**config.mk**
```make
export PLATFORM = sky130hd
export DESIGN_NAME = xor_stream_cipher_gen2_flat
export DESIGN_NICKNAME = d
export VERILOG_FILES = /design/src/rtl/xor_stream_cipher_gen2_if.sv /design/src/rtl/xor_stream_cipher_gen2.sv /design/src/flat_wrapper.sv
export SDC_FILE = /design/constraint.sdc
export NUM_CORES = 1
export LEC_CHECK = 0
export CAP_MARGIN = 20
export CELL_PAD_IN_SITES_DETAIL_PLACEMENT = 1
export CELL_PAD_IN_SITES_GLOBAL_PLACEMENT = 1
export CORE_MARGIN = 1.5
export CORE_UTILIZATION = 30
export CTS_CLUSTER_DIAMETER = 80
export DETAILED_ROUTE_END_ITERATION = 8
export PLACE_DENSITY = 0.58
export SLEW_MARGIN = 40
export SYNTH_ARGS = -nofsm -noshare
export SYNTH_HDL_FRONTEND = slang
export SYNTH_SLANG_ARGS = --single-unit
```
**constraint.sdc**
```tcl
create_clock -name clk -period 2.1 [get_ports clk]
set_input_delay 0.21 -clock clk [delete_from_list [all_inputs] [get_ports clk]]
set_output_delay 0.21 -clock clk [all_outputs]
set_load 0.02 [all_outputs]
```
**src/rtl/xor_stream_cipher_gen2_if.sv**
```systemverilog
// Channel bundle for one cipher direction: input word handshake plus output word handshake.
interface xor_stream_cipher_gen2_if #(
    parameter int DATA_W = 8
);
    logic              in_valid;
    logic              in_ready;
    logic [DATA_W-1:0] in_data;
    logic              out_valid;
    logic              out_ready;
    logic [DATA_W-1:0] out_data;

    // Producer of input words and consumer of output words
    modport master (
        output in_valid, in_data, out_ready,
        input  in_ready, out_valid, out_data
    );

    // The cipher block itself
    modport slave (
        input  in_valid, in_data, out_ready,
        output in_ready, out_valid, out_data
    );
endinterface

```
**src/rtl/xor_stream_cipher_gen2.sv**
```systemverilog
// Two-channel XOR stream cipher. A serially loaded key seeds independent
// Galois LFSR keystreams for the tx and rx channels; each accepted word is
// XORed with the low LFSR bits and the LFSR advances DATA_W steps.
module xor_stream_cipher_gen2 #(
    parameter int              KEY_W  = 32,
    parameter int              DATA_W = 8,
    parameter logic [KEY_W-1:0] POLY  = 32'h8020_0003,
    parameter int              HB_W   = 24
) (
    input  logic                     clk,
    input  logic                     rst_n,
    input  logic                     cfg_en,
    input  logic                     cfg_i,
    output logic                     cfg_o,
    output logic                     keyed,
    xor_stream_cipher_gen2_if.slave  tx,
    xor_stream_cipher_gen2_if.slave  rx,
    output logic [2:0]               heartbeat
);

    typedef enum logic [1:0] {
        UNKEYED,
        LOADING,
        RUN
    } state_t;

    state_t              r_state;
    logic [KEY_W-1:0]    r_key;
    logic                r_keyed;
    logic [KEY_W-1:0]    r_tx_lfsr;
    logic [KEY_W-1:0]    r_rx_lfsr;
    logic                r_tx_vld;
    logic                r_rx_vld;
    logic [DATA_W-1:0]   r_tx_data;
    logic [DATA_W-1:0]   r_rx_data;
    logic [HB_W-1:0]     r_hb;

    logic                w_run;
    logic                w_seed;
    logic [KEY_W-1:0]    w_seed_val;
    logic                w_tx_rdy;
    logic                w_rx_rdy;
    logic                w_tx_acc;
    logic                w_rx_acc;
    logic [KEY_W-1:0]    w_tx_next;
    logic [KEY_W-1:0]    w_rx_next;

    // DATA_W Galois steps unrolled into one combinational advance
    function automatic logic [KEY_W-1:0] f_advance(input logic [KEY_W-1:0] s);
        logic [KEY_W-1:0] v;
        v = s;
        for (int unsigned i = 0; i < DATA_W; i++) begin
            v = v[0] ? ((v >> 1) ^ POLY) : (v >> 1);
        end
        return v;
    endfunction

    assign w_run      = (r_state == RUN);
    assign w_seed     = (r_state == LOADING) && !cfg_en;
    // An all-zero key would lock the LFSR at zero, so it seeds with 1 instead
    assign w_seed_val = (r_key == '0) ? KEY_W'(1) : r_key;

    assign w_tx_rdy   = w_run & (~r_tx_vld | tx.out_ready);
    assign w_rx_rdy   = w_run & (~r_rx_vld | rx.out_ready);
    assign w_tx_acc   = tx.in_valid & w_tx_rdy;
    assign w_rx_acc   = rx.in_valid & w_rx_rdy;
    assign w_tx_next  = f_advance(r_tx_lfsr);
    assign w_rx_next  = f_advance(r_rx_lfsr);

    assign tx.in_ready  = w_tx_rdy;
    assign tx.out_valid = r_tx_vld;
    assign tx.out_data  = r_tx_data;
    assign rx.in_ready  = w_rx_rdy;
    assign rx.out_valid = r_rx_vld;
    assign rx.out_data  = r_rx_data;

    assign cfg_o     = r_key[KEY_W-1];
    assign keyed     = r_keyed;
    assign heartbeat = r_hb[HB_W-1:HB_W-3];

    // Key shift register and UNKEYED/LOADING/RUN control with registered keyed flag
    always_ff @(posedge clk or negedge rst_n) begin
        if (!rst_n) begin
            r_state <= UNKEYED;
            r_key   <= '0;
            r_keyed <= 1'b0;
        end else if (cfg_en) begin
            r_key   <= {r_key[KEY_W-2:0], cfg_i};
            r_state <= LOADING;
            r_keyed <= 1'b0;
        end else if (r_state == LOADING) begin
            r_state <= RUN;
            r_keyed <= 1'b1;
        end
    end

    // tx channel: keystream state and single-entry output register
    always_ff @(posedge clk or negedge rst_n) begin
        if (!rst_n) begin
            r_tx_lfsr <= KEY_W'(1);
            r_tx_vld  <= 1'b0;
            r_tx_data <= '0;
        end else begin
            if (w_seed) begin
                r_tx_lfsr <= w_seed_val;
            end else if (w_tx_acc) begin
                r_tx_lfsr <= w_tx_next;
            end
            if (cfg_en) begin
                r_tx_vld <= 1'b0;
            end else if (w_tx_acc) begin
                r_tx_vld  <= 1'b1;
                r_tx_data <= tx.in_data ^ r_tx_lfsr[DATA_W-1:0];
            end else if (tx.out_ready) begin
                r_tx_vld <= 1'b0;
            end
        end
    end

    // rx channel: keystream state and single-entry output register
    always_ff @(posedge clk or negedge rst_n) begin
        if (!rst_n) begin
            r_rx_lfsr <= KEY_W'(1);
            r_rx_vld  <= 1'b0;
            r_rx_data <= '0;
        end else begin
            if (w_seed) begin
                r_rx_lfsr <= w_seed_val;
            end else if (w_rx_acc) begin
                r_rx_lfsr <= w_rx_next;
            end
            if (cfg_en) begin
                r_rx_vld <= 1'b0;
            end else if (w_rx_acc) begin
                r_rx_vld  <= 1'b1;
                r_rx_data <= rx.in_data ^ r_rx_lfsr[DATA_W-1:0];
            end else if (rx.out_ready) begin
                r_rx_vld <= 1'b0;
            end
        end
    end

    // Free-running heartbeat counter
    always_ff @(posedge clk or negedge rst_n) begin
        if (!rst_n) begin
            r_hb <= '0;
        end else begin
            r_hb <= r_hb + 1'b1;
        end
    end

endmodule

```
**src/flat_wrapper.sv**
```systemverilog
// flat-port wrapper written by rule: the top's interface ports become plain ports
module xor_stream_cipher_gen2_flat 
#(
    parameter int              KEY_W  = 32,
    parameter int              DATA_W = 8,
    parameter logic [KEY_W-1:0] POLY  = 32'h8020_0003,
    parameter int              HB_W   = 24
)
  (clk, rst_n, cfg_en, cfg_i, cfg_o, keyed, heartbeat, tx_in_valid, tx_in_data, tx_out_ready, tx_in_ready, tx_out_valid, tx_out_data, rx_in_valid, rx_in_data, rx_out_ready, rx_in_ready, rx_out_valid, rx_out_data);
  xor_stream_cipher_gen2_if #(.DATA_W(DATA_W)) tx_i ();
  xor_stream_cipher_gen2_if #(.DATA_W(DATA_W)) rx_i ();
  input  logic clk;
  input  logic rst_n;
  input  logic cfg_en;
  input  logic cfg_i;
  output logic cfg_o;
  output logic keyed;
  output logic [2:0] heartbeat;
  input wire logic [$bits(tx_i.in_valid)-1:0] tx_in_valid;
  input wire logic [$bits(tx_i.in_data)-1:0] tx_in_data;
  input wire logic [$bits(tx_i.out_ready)-1:0] tx_out_ready;
  output wire logic [$bits(tx_i.in_ready)-1:0] tx_in_ready;
  output wire logic [$bits(tx_i.out_valid)-1:0] tx_out_valid;
  output wire logic [$bits(tx_i.out_data)-1:0] tx_out_data;
  input wire logic [$bits(rx_i.in_valid)-1:0] rx_in_valid;
  input wire logic [$bits(rx_i.in_data)-1:0] rx_in_data;
  input wire logic [$bits(rx_i.out_ready)-1:0] rx_out_ready;
  output wire logic [$bits(rx_i.in_ready)-1:0] rx_in_ready;
  output wire logic [$bits(rx_i.out_valid)-1:0] rx_out_valid;
  output wire logic [$bits(rx_i.out_data)-1:0] rx_out_data;
  assign tx_i.in_valid = tx_in_valid;
  assign tx_i.in_data = tx_in_data;
  assign tx_i.out_ready = tx_out_ready;
  assign tx_in_ready = tx_i.in_ready;
  assign tx_out_valid = tx_i.out_valid;
  assign tx_out_data = tx_i.out_data;
  assign rx_i.in_valid = rx_in_valid;
  assign rx_i.in_data = rx_in_data;
  assign rx_i.out_ready = rx_out_ready;
  assign rx_in_ready = rx_i.in_ready;
  assign rx_out_valid = rx_i.out_valid;
  assign rx_out_data = rx_i.out_data;
  xor_stream_cipher_gen2 #(.KEY_W(KEY_W), .DATA_W(DATA_W), .POLY(POLY), .HB_W(HB_W)) u_core (.clk(clk), .rst_n(rst_n), .cfg_en(cfg_en), .cfg_i(cfg_i), .cfg_o(cfg_o), .keyed(keyed), .tx(tx_i), .rx(rx_i), .heartbeat(heartbeat));
endmodule
```
==> results.py <==
metrics = {
    "logic_synthesis": {
        "synth.most_common_cell": "dfrtp_1",
        "synth_top_area_share_pct": 52.8,
        "syn_area_um2": 6550,
        "synth_area_leaders": "dfrtp_1 (53%), xnor2_1 (7.6%), nand2_1 (5.9%)",
        "ys_seq_area_share_pct": 53.6,
        "yosys_warnings": 0,
        "ys_ff_latch": 140,
        "syn_nets": 640,
        "postSynthCellCount": 615,
        "ys_types": 38,
        "synth.avg_cell_area_um2": 10.6,
        "synth_common_cells": "dfrtp_1 (138), nand2_1 (103), xnor2_1 (57), nor2_1 (48), o21ai_0 (37)",
        "synth-edff-count": 0,
        "synthArstFlopShare_pct": 100,
        "yosysTopAreaCell": "dfrtp_1",
        "ys.flop_type": "dfrtp_1",
    },
    "sta": {
        "min_period_ns": 1.94,
        "slew_violations": 0,
        "setup_viol": 0,
        "worst_pin_slew_ns": 0.792,
        "period_share_pct": 92.3,
        "fmaxAchievable_ghz": 0.516,
        "relSlewSlack_pct": 47.2,
        "skew_ns": 0.00920,
        "hold_viol": 0,
        "setup_tns_ns": 0,
        "rsz0062_at_grt": "false",
    },
    "setup_path": {
        "endpoint_kind": "flop",
        "crit_arrival_ns": 2.28,
        "worst-path-max-fanout": 5,
        "cp_cell_sequence": "xnor2_2 -> xor2_1 -> xnor2_1 -> a21o_1 -> a21oi_1",
        "r2r_cells": 5,
        "cpPeakStageDelay_ns": 0.56,
        "reg2reg_to": "u_core.r_tx_lfsr[19]",
        "required_ns": 2.44,
        "ff2ff_setup_slack_ns": 0.16,
        "path_class": "reg -> reg",
        "start_kind": "flop",
        "cp_slowest_cell": "xor2_1",
        "reg2reg_from": "u_core.r_tx_lfsr[1]",
    },
    "clock_network": {
        "clkTransAtPathRegs_ns": 0.07,
        "clock-sinks": 140,
        "cts_buffer_depth": 2,
        "cts_tree": "yes",
        "postCtsSetupBuffers": 0,
        "ctsRootBufferMaster": "clkbuf_16",
        "cts_buffers": 17,
        "worstSkewPairLatency_ns": 0.43,
        "htree_levels": 4,
    },
    "status": {
        "status": "complete, no violations",
    },
    "placement": {
        "place.port_buffers": 48,
        "gp_congestion": 0.785,
        "hpwl_um": 12600,
    },
    "global_route": {
        "grt_max_degree": 64,
        "grt_pass1_vias": 4971,
        "use_met1_pct": 20.6,
        "grt-ovfl-total": 0,
        "antenna_found_initial": 0,
        "busiest_layer": "met2",
        "met3_usage_pct": 3.39,
        "grt_use_met2_pct": 29.2,
        "grt_use_total_pct": 16.6,
        "grt_pass1_wl_um": 28000,
    },
    "layout": {
        "antennaDiodeCount": 0,
        "fin_util_pct": 37.7,
        "layout.nets": 691,
        "drive_gt1_share_pct": 14.7,
        "area_delta_synth_final_pct": 22.3,
    },
    "floorplanning": {
        "die_h_um": 151,
        "fp.dieW_um": 151,
        "row_count": 53,
        "start_util_pct": 30.8,
        "fp.dieArea_um2": 22700,
        "num_io_pins": 49,
        "design.core.area_um2": 21200,
    },
    "job": {
        "drv_cap": 0,
    },
    "power_and_ir_drop": {
        "leakage_nw": 3.43,
        "irDropWorstVdd_uv": 582,
        "powerDensity_nw_per_um2": 1470,
    },
    "route": {
        "firstDrtPassIters": 4,
        "antenna_left": 0,
        "wl_per_cell_um": 18.5,
        "wirelength_um": 17700,
        "initialDrtViolationCount": 162,
        "via_count": 4620,
        "route.detailed.drc": 0,
        "vias_per_cell": 4.84,
    },
    "worst_hold_path": {
        "hold_path_depth": 4,
        "hp-class": "in -> reg",
        "hp-start": "cfg_en",
        "hold_end": "u_core.r_rx_lfsr[20]",
    },
}
==> logic make-up after synthesis <==
family | synth area share (%)
xor+xnor | 14.2
simple gates | 13.2
buf+inv | 2.75
fa+ha+maj | 0.191
flops | 53.6
mux | 7.04
compound gates | 9.04
==> layout by cell type (no fill, tap or decap), types with 2 or more instances in the layout <==
cell type          n
clkinvlp_4         4
a21o_1             6
dlygate4sd2_1      2
bufinv_16          2
nand2_1          103
nand2b_1           6
and2_1             2
nor4_1             8
dfstp_2            2
clkbuf_16         17
a21oi_1           25
nand4_1            8
inv_6              5
a31oi_1           34
clkdlybuf4s50_1   44
xnor2_1           57
nand3b_1           2
and4_1             2
o21ai_0           37
or3_1              3
xnor2_2            8
xnor3_1            6
buf_4             14
nor2_1            48
xor2_2             2
mux2i_1           10
xor2_1            15
nand3_1            9
mux2_2            32
buf_12             5
inv_1              3
clkinv_4           3
and3_1             3
dfrtp_1          138
o21ai_1            3
==> where the power goes <==
part / internal (W) / switching, W / total (W) / leakage, nW
Clock: 0.00177 / 0.00127 / 0.00305 / 0.275
Combinational: 0.00221 / 0.00203 / 0.00424 / 1.43
Sequential: 0.00359 / 0.000859 / 0.00445 / 1.73
==> what timing repair did <==
item                                    in CTS  in global routing
resized for setup                            2                  0
endpoints found under the setup margin       2                  0
endpoints found under the hold margin       57                  0
hold buffers                                 1                  0
==> sequential cells by signal, summed over array words and instances (netlist names) <==
register,cells
u_core.r_state,2
u_core.rx.out_data,8
u_core.r_key,32
u_core.rx.out_valid,1
u_core.tx.out_data,8
u_core.r_tx_lfsr,32
u_core.r_hb,24
u_core.r_rx_lfsr,32
u_core.tx.out_valid,1
==> worst max-delay path by stage <==
stage	start	to	cells past startpoint
floorplan	u_core.r_state[1]	u_core.r_rx_lfsr[17]	6
global placement	u_core.r_state[1]	u_core.r_tx_lfsr[24]	3
detailed placement	u_core.r_rx_lfsr[1]	u_core.r_rx_lfsr[21]	5
CTS	u_core.r_tx_lfsr[1]	u_core.r_tx_lfsr[19]	5
global route	u_core.r_hb[8]	u_core.r_hb[18]	5
finish	u_core.r_tx_lfsr[1]	u_core.r_tx_lfsr[19]	5
==> worst max-delay path, delay by kind of cell, from the launching register on <==
| kind | cells | cell delay, ns |
|---|---|---|
| DFF | 1 | 0.49 |
| AOI/OAI and AO/OA | 2 | 0.32 |
| xor gates and xnor gates | 3 | 1.04 |
==> metal layers <==
layer	wire, µm	share of wire (%)
met1	7910	45
met2	8990	51
met3	549	3.1
met4	245	1.4
met5	0	0
==> through the flow <==
stage | setup slack (ns) | area, µm² | power [W] | std cells | hold slack, ns
floorplan | 0.418 | 6550 | 0.00739 | 615 | -0.0856
global placement | 0.224 | 7410 | 0.00859 | 921 | 0.248
detailed placement | 0.209 | 7410 | 0.00875 | 921 | 0.245
CTS | 0.182 | 8000 | 0.0118 | 954 | 0.253
global route | 0.0687 | 8000 | 0.0124 | 954 | 0.284
finish | 0.161 | 8000 | 0.0117 | 954 | 0.271
==> area by class of cell <==
type | count | area (µm²)
clock inverter | 14 | 160
fill | 2339 | 13200
sequential | 140 | 3510
timing repair buffer | 68 | 689
clock buffer | 18 | 429
tap | 275 | 344
multi-input combinational | 436 | 2860
inverter | 3 | 11.3
Power figures use the tool's default switching activity.
